==> src/rtl/uart_cmd_parser_pkg.sv <==
// Shared definitions for the UART ASCII command parsers: FSM encoding,
// character constants and the ASCII-to-nibble helper.
package uart_cmd_pkg;

    typedef enum logic [2:0] {
        ST_IDLE,
        ST_ADDR,
        ST_LEN,
        ST_TERM,
        ST_ISSUE,
        ST_ERR
    } state_e;

    localparam logic [7:0] CHAR_R  = 8'h52;
    localparam logic [7:0] CHAR_r  = 8'h72;
    localparam logic [7:0] CHAR_SP = 8'h20;
    localparam logic [7:0] CHAR_LF = 8'h0A;
    localparam logic [7:0] CHAR_Q  = 8'h3F;

    // Returns {is_hex, nib}; nib is 0 when the byte is not a hex digit.
    function automatic logic [4:0] hex_to_nib(input logic [7:0] ch);
        logic [4:0] r;
        r = 5'b0;
        if (ch >= 8'h30 && ch <= 8'h39)
            r = {1'b1, 4'(ch - 8'h30)};
        else if (ch >= 8'h41 && ch <= 8'h46)
            r = {1'b1, 4'(ch - 8'h37)};
        else if (ch >= 8'h61 && ch <= 8'h66)
            r = {1'b1, 4'(ch - 8'h57)};
        return r;
    endfunction

endpackage

==> src/rtl/uart_cmd_parser_hex.sv <==
// Combinational ASCII hex digit decoder, shared with the write-command parser.
module ascii_hex_decode
    import uart_cmd_pkg::*;
(
    input  logic [7:0] ch_i,
    output logic       is_hex_o,
    output logic [3:0] nib_o
);

    assign {is_hex_o, nib_o} = hex_to_nib(ch_i);

endmodule

==> src/rtl/uart_cmd_parser.sv <==
// Parses "R<addr hex><len hex><CR>" lines from uart_rx into {addr,len} commands.
// Optional byte echo to uart_tx is enabled with `define UART_CMD_PARSER_ECHO_EN.
module uart_cmd_parser
    import uart_cmd_pkg::*;
#(
    parameter int         ADDR_DIGITS = 6,
    parameter int         LEN_DIGITS  = 2,
    parameter logic [7:0] TERM_CHAR   = 8'h0D
) (
    input  logic                     clk,
    input  logic                     rst,
    input  logic                     rx_valid,
    input  logic [7:0]               rx_data,
    output logic                     rx_read,
    output logic                     cmd_valid,
    input  logic                     cmd_ready,
    output logic [4*ADDR_DIGITS-1:0] cmd_addr,
    output logic [4*LEN_DIGITS:0]    cmd_len,
    output logic                     cmd_err,
    output logic [7:0]               echo_data,
    output logic                     echo_write,
    input  logic                     echo_ready
);

    localparam int AW = 4 * ADDR_DIGITS;
    localparam int LW = 4 * LEN_DIGITS;
    localparam int CW = $clog2(ADDR_DIGITS + LEN_DIGITS + 1);

    state_e          state_q, state_d;
    logic [CW-1:0]   cnt_q, cnt_d;
    logic [AW-1:0]   addr_q, addr_d;
    logic [LW-1:0]   len_q, len_d;
    logic            rx_read_q, err_q, err_d;
    logic            consume, echo_ok, is_hex, is_term;
    logic [3:0]      nib;

    ascii_hex_decode u_hex (
        .ch_i     (rx_data),
        .is_hex_o (is_hex),
        .nib_o    (nib)
    );

    assign is_term = (rx_data == TERM_CHAR);
    // The !rx_read_q term stops a byte being taken twice while uart_rx drops rx_valid.
    assign consume = rx_valid && !rx_read_q && (state_q != ST_ISSUE) && echo_ok;

    always_comb begin
        state_d = state_q;
        cnt_d   = cnt_q;
        addr_d  = addr_q;
        len_d   = len_q;
        err_d   = 1'b0;
        if (consume) begin
            unique case (state_q)
                ST_IDLE: begin
                    if (rx_data == CHAR_R || rx_data == CHAR_r) begin
                        state_d = ST_ADDR;
                        cnt_d   = '0;
                        addr_d  = '0;
                        len_d   = '0;
                    end else if (!(is_term || rx_data == CHAR_SP || rx_data == CHAR_LF)) begin
                        err_d   = 1'b1;
                        state_d = ST_ERR;
                    end
                end
                ST_ADDR: begin
                    if (is_hex) begin
                        addr_d = {addr_q[AW-5:0], nib};
                        if (cnt_q == CW'(ADDR_DIGITS - 1)) begin
                            state_d = ST_LEN;
                            cnt_d   = '0;
                        end else begin
                            cnt_d = cnt_q + 1'b1;
                        end
                    end else begin
                        err_d   = 1'b1;
                        state_d = is_term ? ST_IDLE : ST_ERR;
                    end
                end
                ST_LEN: begin
                    if (is_hex) begin
                        len_d = {len_q[LW-5:0], nib};
                        if (cnt_q == CW'(LEN_DIGITS - 1)) begin
                            state_d = ST_TERM;
                            cnt_d   = '0;
                        end else begin
                            cnt_d = cnt_q + 1'b1;
                        end
                    end else begin
                        err_d   = 1'b1;
                        state_d = is_term ? ST_IDLE : ST_ERR;
                    end
                end
                ST_TERM: begin
                    if (is_term) begin
                        state_d = ST_ISSUE;
                    end else begin
                        err_d   = 1'b1;
                        state_d = ST_ERR;
                    end
                end
                ST_ERR: begin
                    if (is_term)
                        state_d = ST_IDLE;
                end
                default: state_d = ST_IDLE;
            endcase
        end
        if (state_q == ST_ISSUE && cmd_ready)
            state_d = ST_IDLE;
    end

    always_ff @(posedge clk or posedge rst) begin
        if (rst) begin
            state_q   <= ST_IDLE;
            cnt_q     <= '0;
            addr_q    <= '0;
            len_q     <= '0;
            rx_read_q <= 1'b0;
            err_q     <= 1'b0;
        end else begin
            state_q   <= state_d;
            cnt_q     <= cnt_d;
            addr_q    <= addr_d;
            len_q     <= len_d;
            rx_read_q <= consume;
            err_q     <= err_d;
        end
    end

    assign rx_read   = rx_read_q;
    assign cmd_err   = err_q;
    assign cmd_valid = (state_q == ST_ISSUE);
    assign cmd_addr  = cmd_valid ? addr_q : '0;
    // A length field of all zeros encodes the maximum burst.
    assign cmd_len   = !cmd_valid      ? '0 :
                       (len_q == '0)   ? {1'b1, {LW{1'b0}}} : {1'b0, len_q};

`ifdef UART_CMD_PARSER_ECHO_EN
    logic       echo_write_q, pend_q;
    logic [7:0] echo_data_q;

    // pend_q holds the '?' owed after a malformed byte; it blocks intake until sent.
    assign echo_ok = echo_ready && !echo_write_q && !pend_q;

    always_ff @(posedge clk or posedge rst) begin
        if (rst) begin
            echo_write_q <= 1'b0;
            echo_data_q  <= '0;
            pend_q       <= 1'b0;
        end else begin
            echo_write_q <= 1'b0;
            if (consume) begin
                echo_write_q <= 1'b1;
                echo_data_q  <= rx_data;
                pend_q       <= err_d;
            end else if (pend_q && echo_ready && !echo_write_q) begin
                echo_write_q <= 1'b1;
                echo_data_q  <= CHAR_Q;
                pend_q       <= 1'b0;
            end
        end
    end

    assign echo_write = echo_write_q;
    assign echo_data  = echo_data_q;
`else
    // echo_ready is referenced only so the port is not flagged as dangling.
    assign echo_ok    = echo_ready | 1'b1;
    assign echo_write = 1'b0;
    assign echo_data  = '0;
`endif

endmodule

==> config.mk <==
export PLATFORM = sky130hd
export DESIGN_NAME = uart_cmd_parser
export DESIGN_NICKNAME = d
export VERILOG_FILES = /design/src/rtl/uart_cmd_parser_pkg.sv /design/src/rtl/uart_cmd_parser_hex.sv /design/src/rtl/uart_cmd_parser.sv
export SDC_FILE = /design/constraint.sdc
export NUM_CORES = 1
export LEC_CHECK = 0
export ABC_AREA = 1
export BUFFER_PORTS_ARGS = -buffer_cell sky130_fd_sc_hd__buf_2
export CAP_MARGIN = 20
export CELL_PAD_IN_SITES_DETAIL_PLACEMENT = 2
export CELL_PAD_IN_SITES_GLOBAL_PLACEMENT = 2
export CORE_MARGIN = 3
export CORE_UTILIZATION = 25
export CTS_BUF_LIST = sky130_fd_sc_hd__clkbuf_2 sky130_fd_sc_hd__clkbuf_4 sky130_fd_sc_hd__clkbuf_8
export DETAILED_ROUTE_END_ITERATION = 6
export GPL_ROUTABILITY_DRIVEN = 0
export HOLD_SLACK_MARGIN = 0.15
export PLACE_DENSITY = 0.77
export SLEW_MARGIN = 20
export SYNTH_ARGS = -nofsm -noshare
export SYNTH_HDL_FRONTEND = slang
export SYNTH_SLANG_ARGS = --single-unit
==> constraint.sdc <==
create_clock -name clk -period 4.1 [get_ports clk]
set_clock_uncertainty 0.1 [all_clocks]
set_input_delay 0.615 -clock clk [delete_from_list [all_inputs] [get_ports clk]]
set_output_delay 0.615 -clock clk [all_outputs]
set_load 0.005 [all_outputs]
==> flow_metrics.env, run 1 <==
export IMPL_regToRegEndpoint="addr_q[23]"
export IMPL_final_hold_violation_count=0
export IMPL_layout_nets=409
export IMPL_die_height_um=108
export IMPL_max_slew_margin_rel=0.361
export IMPL_end_kind="flip-flop"
export IMPL_max_slew_worst_pin_slew_ns=0.956
export IMPL_synth_edf_count=0
export IMPL_timing_final_setup_violations=0
export IMPL_via_count_of_the_first_global_routing_pass=2479
export IMPL_finalCriticalPeriod_ns=2.48
export IMPL_clock_tree_buffer_depth=2
export IMPL_cells_resized_by_post_cts_repair=0
export IMPL_place_detailed_instances=516
export IMPL_hp_class="primary input to async pin"
export IMPL_inserted_clock_buffers=5
export IMPL_worst_hold_slack_ns=0.329
export IMPL_io_pins=58
export IMPL_timing_critical_path_to="addr_q[23]"
export IMPL_wire_length_of_the_first_global_routing_pass_um=12300
export IMPL_worstSkewPairLatency_ns=0.32
export IMPL_crit_reg2reg_launch="state_q[1]"
export IMPL_ys_async_sr_fraction=1.00
export IMPL_drc_errors=0
export IMPL_vdd_drop_max_mv=0.181
export IMPL_power_static_leakage_nw=1.61
export IMPL_result_of_the_run="completed"
export IMPL_route_vias_total=2262
export IMPL_post_layout_nonfiller_instances=524
export IMPL_startpoint="rx_data[1]"
export IMPL_diodes=0
export IMPL_critical_path_startpoint_type="primary input"
export IMPL_cts_hold_repair_buffers=0
export IMPL_post_synth_instance_area_sq_um=2600
export IMPL_floorplan_initialDensity=0.262
export IMPL_power_per_cell_area_nw_per_um2=560
export IMPL_synthToLayoutAreaGrowth_pct=17.2
export IMPL_detail_route_first_pass_iterations=4
export IMPL_root_buffer="sky130_fd_sc_hd__clkbuf_8"
export IMPL_yosys_most_used_dff="sky130_fd_sc_hd__dfrtp_1"
export IMPL_pin_count_of_the_biggest_net_entering_global_routing=42
export IMPL_coreArea_sq_um=9950
export IMPL_max_freq_mhz=403
export IMPL_max_cap_viol_count=0
export IMPL_clock_slew_at_reported_path_ffs_ns=0.10
export IMPL_yosysWarnings=0
export IMPL_grt_setup_unrepaired="no"
export IMPL_post_cts_setup_buffers=0
export IMPL_dp_final_hpwl_um=5380
export IMPL_drt_wl_total_um=7280
export IMPL_die_area_sq_um=11700
export IMPL_setup_worst_path_class="primary input to flip-flop"
export IMPL_number_of_antenna_violations_at_the_first_check_in_global_routing=0
export IMPL_cts_tree="yes"
export IMPL_groute_usage_overall=0.134
export IMPL_portion_of_the_post_synthesis_area_used_by_sequential_elements=0.394
export IMPL_rows=36
export IMPL_synth_seq_cells=41
export IMPL_timing_setup_tns_ns=0
export IMPL_globalRoute_totalOverflow=0
export IMPL_final_max_slew_violation_count=0
export IMPL_h_tree_lvls=2
export IMPL_wl_per_cell_um=13.9
export IMPL_io_buffer_count=47
export IMPL_avgViaCountPerCell=4.32
export IMPL_antenna_violating_nets_post_route=0
export IMPL_synth_avg_cell_area_sq_um=7.57
export IMPL_syn_inst=344
export IMPL_die_width_um=108
export IMPL_critPathRequiredTime_ns=4.16
export IMPL_worst_reg_to_reg_setup_slack_ns=1.66
export IMPL_worstRegToRegCells=7
export IMPL_tritoncts_num_sinks=41
export IMPL_critPathMaxFanout=24
export IMPL_initialDrtViolationCount=69
export IMPL_synth_cell_types=31
export IMPL_drive_above_1_share=0.253
export IMPL_worst_endpoint_arrival_ns=2.54
export IMPL_finalCritPeriodShare=0.606
[worst min-delay path by stage]
| stage | start | endpoint | slack (ns) |
|---|---|---|---|
| floorplan | addr_q[19] | addr_q[23] | 0.35 |
| global placement | addr_q[19] | addr_q[23] | 0.36 |
| detailed placement | addr_q[5] | addr_q[9] | 0.37 |
| CTS | rst | addr_q[20] | 0.35 |
| global route | rst | addr_q[15] | 0.40 |
| finish | rst | addr_q[15] | 0.33 |
[registers in the layout, summed over array words and instances, names as in the netlist]
| signal | cells |
|---|---|
| addr_q | 24 |
| len_q | 8 |
| cnt_q | 4 |
| state_q | 3 |
| cmd_err | 1 |
| rx_read | 1 |
[cell usage after synthesis, types with 5 or more instances]
cell,count,area share
sky130_fd_sc_hd__inv_1,59,0.085
sky130_fd_sc_hd__ha_1,6,0.029
sky130_fd_sc_hd__nand2_4,5,0.022
sky130_fd_sc_hd__o21ai_1,10,0.019
sky130_fd_sc_hd__nand2_1,72,0.10
sky130_fd_sc_hd__o21ai_2,21,0.071
sky130_fd_sc_hd__nand4_1,7,0.017
sky130_fd_sc_hd__nor2_1,49,0.071
sky130_fd_sc_hd__o21ai_0,8,0.015
sky130_fd_sc_hd__inv_2,5,0.0072
sky130_fd_sc_hd__nand3_1,16,0.031
sky130_fd_sc_hd__dfrtp_1,41,0.39
sky130_fd_sc_hd__buf_4,9,0.026
[stage by stage]
step | util | cell area [sq um] | total power [mW] | worst slack, ns
6_report | 0.307 | 3050 | 1.71 | 1.62
5_1_grt | 0.307 | 3050 | 1.86 | 1.41
4_1_cts | 0.307 | 3050 | 1.74 | 1.58
3_5_place_dp | 0.293 | 2920 | 1.31 | 1.25
3_3_place_gp | 0.293 | 2920 | 1.27 | 1.34
2_1_floorplan | - | 2640 | 1.12 | 2.16
[critical path: stages]
cell	delay, ns
sky130_fd_sc_hd__buf_2	0.12
sky130_fd_sc_hd__inv_1	0.10
sky130_fd_sc_hd__ha_1	0.21
sky130_fd_sc_hd__inv_1	0.08
sky130_fd_sc_hd__nand3_2	0.09
sky130_fd_sc_hd__nand4_4	0.13
sky130_fd_sc_hd__nand2_4	0.15
sky130_fd_sc_hd__nand2_4	0.08
sky130_fd_sc_hd__a21oi_4	0.76
sky130_fd_sc_hd__o21ai_0	0.17
[final cells by class]
cell class | count | area, sq um
inverter | 65 | 245
sequential | 41 | 1030
multi-input combinational | 229 | 1230
fill | 1199 | 6900
tap | 133 | 166
timing repair buffer | 48 | 243
clock buffer | 5 | 68.8
clock inverter | 3 | 68.8
[cell usage in the layout (no fill, tap or decap), drive strengths merged, types with 2 or more instances in the layout]
cell    Yosys  final
nand2      81     81
inv        64     65
nor2       52     52
buf        14     48
dfrtp      41     41
o21ai      39     39
nand3      17     17
conb        1      9
nand4       8      8
ha          6      6
clkbuf      3      5
nor3        5      5
xor2        4      4
a21oi       3      3
nand3b      2      2
o22ai       2      2
bufinv      0      2
[layer usage]
| layer | GRT usage | part of all wire |
|---|---|---|
| met1 | 0.171 | 0.46 |
| met2 | 0.233 | 0.49 |
| met4 | 0.0325 | 0.0099 |
| met5 | 0 | 0 |
| met3 | 0.0251 | 0.038 |
[report_power, final]
part           switching [mW]  internal (mW)
Clock                   0.171          0.246
Combinational           0.455          0.222
Sequential             0.0850          0.532
Total                   0.711           1.00
[cell families (layout without fill, tap and decap cells)]
group,count (synthesis),after routing,share of synthesized area
compound gates,45,45,0.123
xor+xnor,4,4,0.0134
fa+ha+maj,6,6,0.0288
buf+inv,82,121,0.144
flops,41,41,0.394
other cells,1,9,0.00144
simple gates,165,165,0.296
Note: power is estimated with default switching activity, not from simulation.
==> run 2: changes to the inputs <==
- clock period: 4.1 -> 2.4 ns (I/O delays scaled with it)
==> run 2 against run 1 <==
Compared with the run above:
- power increased by 72%
- non-clock buffer count grew 4
- global-route usage shrank 0.44 points
- worst setup slack lost 1.3 ns
- sequential share of layout area shrank 0.62 points
- critical endpoint is now cmd_len[8]
- clock power up 66%
- register-to-register slack got worse by 1.0 ns
==> flow_metrics.env, run 2 (synthesis gave the netlist of run 1 again) <==
export IMPL_max_stage_delay_ns=0.49
export IMPL_drc_errors=0
export IMPL_io_buffer_count=47
export IMPL_hp_class="primary input to flip-flop"
export IMPL_finalCritPeriodShare=0.888
export IMPL_timing_final_setup_violations=0
export IMPL_final_max_slew_violation_count=0
export IMPL_h_tree_lvls=2
export IMPL_worst_hold_slack_ns=0.353
export IMPL_clock_slew_at_reported_path_ffs_ns=0.08
export IMPL_detail_route_first_pass_iterations=4
export IMPL_max_slew_margin_rel=0.625
export IMPL_cells_resized_by_post_cts_repair=0
export IMPL_die_area_sq_um=11700
export IMPL_timing_critical_path_cells="nor2_4 -> nand2_4 -> buf_4 -> nor3_1 -> buf_2"
export IMPL_dp_final_hpwl_um=5410
export IMPL_layout_common_cells="sky130_fd_sc_hd__nand2_1, sky130_fd_sc_hd__inv_1, sky130_fd_sc_hd__nor2_1"
export IMPL_critPathRequiredTime_ns=1.94
export IMPL_clock_tree_buffer_depth=2
export IMPL_cts_tree="yes"
export IMPL_globalRoute_totalOverflow=0
export IMPL_pin_count_of_the_biggest_net_entering_global_routing=42
export IMPL_max_slew_worst_pin_slew_ns=0.562
export IMPL_avgViaCountPerCell=4.37
export IMPL_root_buffer="sky130_fd_sc_hd__clkbuf_8"
export IMPL_reg_largest_list="addr_q (24), len_q (8), cnt_q (4)"
export IMPL_vdd_drop_max_mv=0.345
export IMPL_die_width_um=108
export IMPL_finalCriticalPeriod_ns=2.13
export IMPL_slowest_stage="sky130_fd_sc_hd__dfrtp_1"
export IMPL_layout_nets=413
export IMPL_commonest_non_fill_non_tap_cell_in_the_layout="sky130_fd_sc_hd__nand2_1"
export IMPL_via_count_of_the_first_global_routing_pass=2496
export IMPL_totalPowerFinal_mw=2.94
export IMPL_number_of_antenna_violations_at_the_first_check_in_global_routing=0
export IMPL_power_per_cell_area_nw_per_um2=944
export IMPL_worstSkewPairLatency_ns=0.30
export IMPL_drt_wl_total_um=7110
export IMPL_groute_usage_overall=0.129
export IMPL_setup_worst_path_class="flip-flop to output pin"
export IMPL_max_cap_viol_count=0
export IMPL_die_height_um=108
export IMPL_final_hold_violation_count=0
export IMPL_inserted_clock_buffers=5
export IMPL_io_pins=58
export IMPL_max_freq_mhz=469
export IMPL_wl_per_cell_um=13.5
export IMPL_drive_above_1_share=0.258
export IMPL_antenna_violating_nets_post_route=0
export IMPL_worst_endpoint_arrival_ns=1.67
export IMPL_number_of_flip_flops_in_the_largest_register=24
export IMPL_synthToLayoutAreaGrowth_pct=19.4
export IMPL_tritoncts_num_sinks=41
export IMPL_timing_setup_tns_ns=0
export IMPL_initialDrtViolationCount=98
export IMPL_wire_length_of_the_first_global_routing_pass_um=12100
export IMPL_regArea_sq_um=1030
export IMPL_diodes=0
export IMPL_final_fill_count=1180
export IMPL_route_vias_total=2306
export IMPL_coreArea_sq_um=9950
export IMPL_critPathMaxFanout=34
export IMPL_rows=36
export IMPL_result_of_the_run="completed"
export IMPL_max_flop_register="addr_q"
export IMPL_floorplan_initialDensity=0.262
export IMPL_multi_input_area_sq_um=1230
export IMPL_worst_path_buf_inv=2
export IMPL_crit_family="flip-flops"
export IMPL_end_kind="output pin"
export IMPL_critical_path_startpoint_type="flip-flop"
export IMPL_grt_setup_unrepaired="no"
export IMPL_power_static_leakage_nw=1.63
==> run 2: path summary, 6_finish.rpt <==
check | slack (ns) | endpoint | cells after the start | from
worst max-delay path | 0.27 | cmd_len[8] | 5 | state_q[1]
worst min-delay path | 0.35 | rx_read | 5 | rx_valid
worst max register to register | 0.62 | cnt_q[3] | 10 | state_q[1]
worst min register to register | 0.39 | addr_q[19] | 2 | addr_q[15]
max in group asynchronous | 1.15 | len_q[0] | 4 | rst
min in group asynchronous | 0.66 | len_q[7] | 4 | rst
==> run 2: per-layer routing <==
metal,track usage,routed length [um],vias up
met5,0,0,-
met4,0.0243,50,0
met3,0.0287,249,5
met2,0.233,3560,40
met1,0.159,3250,1123
li1,-,-,1138
==> run 2: repair_timing <==
item	CTS	global route
hold endpoints to repair	41	0
hold buffers	1	0
buffers inserted	0	0
endpoints found under the setup margin	0	0
==> run 2: metrics by stage <==
stage / setup WS, ns / instances / util / instance area [sq um]
CTS: 0.239 / 528 / 0.312 / 3110
finish: 0.269 / 528 / 0.312 / 3110
global route: 0.109 / 528 / 0.312 / 3110
floorplan: 0.717 / 352 / - / 2640
global placement: 0.369 / 519 / 0.298 / 2960
detailed placement: 0.331 / 519 / 0.298 / 2960
==> run 2: tightest hold or removal path, stage by stage <==
cell                       delay, ns
sky130_fd_sc_hd__buf_2          0.10
sky130_fd_sc_hd__inv_1          0.04
sky130_fd_sc_hd__nor2_1         0.04
sky130_fd_sc_hd__nand2_2        0.08
sky130_fd_sc_hd__clkinv_2       0.08
==> run 2: power breakdown <==
part / internal (mW) / switching [mW]
logic: 0.409 / 0.778
registers: 0.909 / 0.149
clock network: 0.419 / 0.272
==> run 2: cell type report <==
type / count / area share
Timing Repair Buffer: 52 / 0.0965
Multi-Input combinational cell: 229 / 0.397
Inverter: 65 / 0.0788
Sequential cell: 41 / 0.330
Clock inverter: 3 / 0.0221
Clock buffer: 5 / 0.0221
Tap cell: 133 / 0.0535
==> run 3: changes to the inputs <==
--- a/config.mk
+++ b/config.mk
@@ -12,3 +12,2 @@
 export CELL_PAD_IN_SITES_GLOBAL_PLACEMENT = 2
-export CORE_MARGIN = 3
 export CORE_UTILIZATION = 25
--- a/constraint.sdc
+++ b/constraint.sdc
@@ -4,2 +4,2 @@
 set_output_delay 0.36 -clock clk [all_outputs]
-set_load 0.005 [all_outputs]
+set_load 0.02 [all_outputs]
==> run 3 against run 2 <==
Compared with the run above:
- utilization is 0.076 points lower
- combinational power increased by 10%
- critical path depth shrank 1
- power rose by 3.7%
- critical path type unchanged
- largest cell class unchanged
- sequential power about the same
- sequential share of layout area up 0.080 points
- hold slack better by 0.011 ns
- sequential cell count unchanged
==> flow_metrics.env, run 3 (synthesis gave the netlist of run 1 again) <==
export IMPL_floorplan_initialDensity=0.262
export IMPL_pin_count_of_the_biggest_net_entering_global_routing=42
export IMPL_place_detailed_instances=518
export IMPL_io_pins=58
export IMPL_critPathRequiredTime_ns=1.94
export IMPL_max_slew_worst_pin_slew_ns=0.557
export IMPL_die_width_um=104
export IMPL_post_layout_nonfiller_instances=527
export IMPL_setup_worst_path_class="flip-flop to output pin"
export IMPL_max_slew_margin_rel=0.628
export IMPL_max_cap_viol_count=0
export IMPL_rows=36
export IMPL_die_area_sq_um=10800
export IMPL_die_height_um=104
export IMPL_grt_setup_unrepaired="no"
export IMPL_reg_largest_list="addr_q (24), len_q (8), cnt_q (4)"
export IMPL_wire_length_of_the_first_global_routing_pass_um=12300
export IMPL_clock_tree_buffer_depth=2
export IMPL_final_max_slew_violation_count=0
export IMPL_drive_above_1_share=0.256
export IMPL_coreArea_sq_um=9950
export IMPL_worst_path_buf_inv=1
export IMPL_power_static_leakage_nw=1.63
export IMPL_globalRoute_totalOverflow=0
export IMPL_worstRegToRegCells=10
export IMPL_synthToLayoutAreaGrowth_pct=19.1
export IMPL_finalCriticalPeriod_ns=2.17
export IMPL_timing_critical_path_cells="nor2_4 -> nand2_4 -> nor3_1 -> buf_2"
export IMPL_avgViaCountPerCell=4.39
export IMPL_cts_tree="yes"
export IMPL_end_kind="output pin"
export IMPL_inserted_clock_buffers=5
export IMPL_max_flop_register="addr_q"
export IMPL_critPathMaxFanout=35
export IMPL_pre_cts_slack_ns=0.352
export IMPL_antenna_violating_nets_post_route=0
export IMPL_timing_setup_tns_ns=0
export IMPL_initialDrtViolationCount=52
export IMPL_vdd_drop_max_mv=0.287
export IMPL_critical_path_startpoint_type="flip-flop"
export IMPL_regToRegEndpoint="cnt_q[2]"
export IMPL_timing_final_setup_violations=0
export IMPL_dp_final_hpwl_um=5410
export IMPL_wl_per_cell_um=13.4
export IMPL_io_buffer_count=47
export IMPL_clock_slew_at_reported_path_ffs_ns=0.09
export IMPL_drc_errors=0
export IMPL_groute_usage_overall=0.139
export IMPL_root_buffer="sky130_fd_sc_hd__clkbuf_8"
export IMPL_final_hold_violation_count=0
export IMPL_commonest_non_fill_non_tap_cell_in_the_layout="sky130_fd_sc_hd__nand2_1"
export IMPL_crit_reg2reg_launch="state_q[1]"
export IMPL_h_tree_lvls=2
export IMPL_detail_route_first_pass_iterations=4
export IMPL_via_count_of_the_first_global_routing_pass=2546
export IMPL_worstSkewPairLatency_ns=0.30
export IMPL_number_of_antenna_violations_at_the_first_check_in_global_routing=0
export IMPL_startpoint="state_q[1]"
export IMPL_tritoncts_num_sinks=41
export IMPL_max_freq_mhz=461
export IMPL_max_stage_delay_ns=0.49
export IMPL_crit_family="simple AND/OR/NAND/NOR gates"
export IMPL_drt_wl_total_um=7060
export IMPL_setup_ws_ns=0.229
export IMPL_worst_endpoint_arrival_ns=1.71
export IMPL_cells_resized_by_post_cts_repair=0
export IMPL_hp_class="primary input to flip-flop"
export IMPL_result_of_the_run="completed"
export IMPL_power_per_cell_area_nw_per_um2=981
export IMPL_diodes=0
export IMPL_worst_reg_to_reg_setup_slack_ns=0.41
export IMPL_route_vias_total=2315
export IMPL_slowest_stage="sky130_fd_sc_hd__dfrtp_1"
export IMPL_timing_critical_path_to="cmd_len[8]"
export IMPL_path_depth=4
export IMPL_layout_nets=412
export IMPL_finalCritPeriodShare=0.904
export IMPL_layout_common_cells="sky130_fd_sc_hd__nand2_1, sky130_fd_sc_hd__inv_1, sky130_fd_sc_hd__nor2_1"
export IMPL_number_of_flip_flops_in_the_largest_register=24
run 3: how the worst min path moves through the flow:
| stage | start | endpoint | slack, ns | depth (start not counted) |
|---|---|---|---|---|
| after global routing | rx_valid | rx_read | 0.37 | 5 |
| after detailed placement | addr_q[11] | addr_q[15] | 0.37 | 2 |
| final | rx_valid | rx_read | 0.36 | 5 |
| after CTS | rx_valid | rx_read | 0.36 | 5 |
| after global placement | addr_q[19] | addr_q[23] | 0.36 | 2 |
| after floorplan | addr_q[19] | addr_q[23] | 0.35 | 2 |
run 3: cell type report:
cell class / count / area [sq um]
clock buffers: 5 / 68.8
well taps: 133 / 166
inverters: 65 / 245
repair buffers: 51 / 293
clock inverters: 3 / 68.8
fillers: 1197 / 6850
multi-input cells: 229 / 1230
flip-flops and latches: 41 / 1030
run 3: metrics by stage:
step | instance area (sq um) | util | power [mW] | hold slack, ns
floorplan | 2640 | - | 2.03 | 0.353
global placement | 2960 | 0.297 | 2.31 | 0.359
detailed placement | 2960 | 0.297 | 2.38 | 0.372
CTS | 3100 | 0.312 | 3.10 | 0.365
global route | 3100 | 0.312 | 3.28 | 0.375
finish | 3100 | 0.312 | 3.05 | 0.364
run 3: worst register-to-register path: stages (launching register included):
cell and delay (ns):
sky130_fd_sc_hd__dfrtp_1 0.49, sky130_fd_sc_hd__nor2_4 0.22, sky130_fd_sc_hd__nand2_4 0.25, sky130_fd_sc_hd__nand2_2 0.18, sky130_fd_sc_hd__clkinv_2 0.11, sky130_fd_sc_hd__nand2_4 0.13, sky130_fd_sc_hd__nor2_1 0.06, sky130_fd_sc_hd__o21ai_2 0.12
sky130_fd_sc_hd__inv_1 0.10, sky130_fd_sc_hd__nand2_1 0.08, sky130_fd_sc_hd__nand2_1 0.06
run 3: power by group:
part           switching [mW]  internal, mW  total [mW]
sequential              0.140         0.909        1.05
combinational           0.906         0.401        1.31
clock                   0.270         0.419       0.689
run 3: per-layer routing:
metal,track usage,up-vias,wire length (um)
li1,-,1133,-
met1,0.176,1130,3260
met2,0.248,47,3550
met3,0.0276,5,211
met4,0.0194,0,35
met5,0,-,0
run 3: what timing repair did:
action                                  CTS  global route
endpoints found under the setup margin    0             0
hold endpoints to repair                 41             0
hold buffers                              1             0
buffers inserted                          0             0
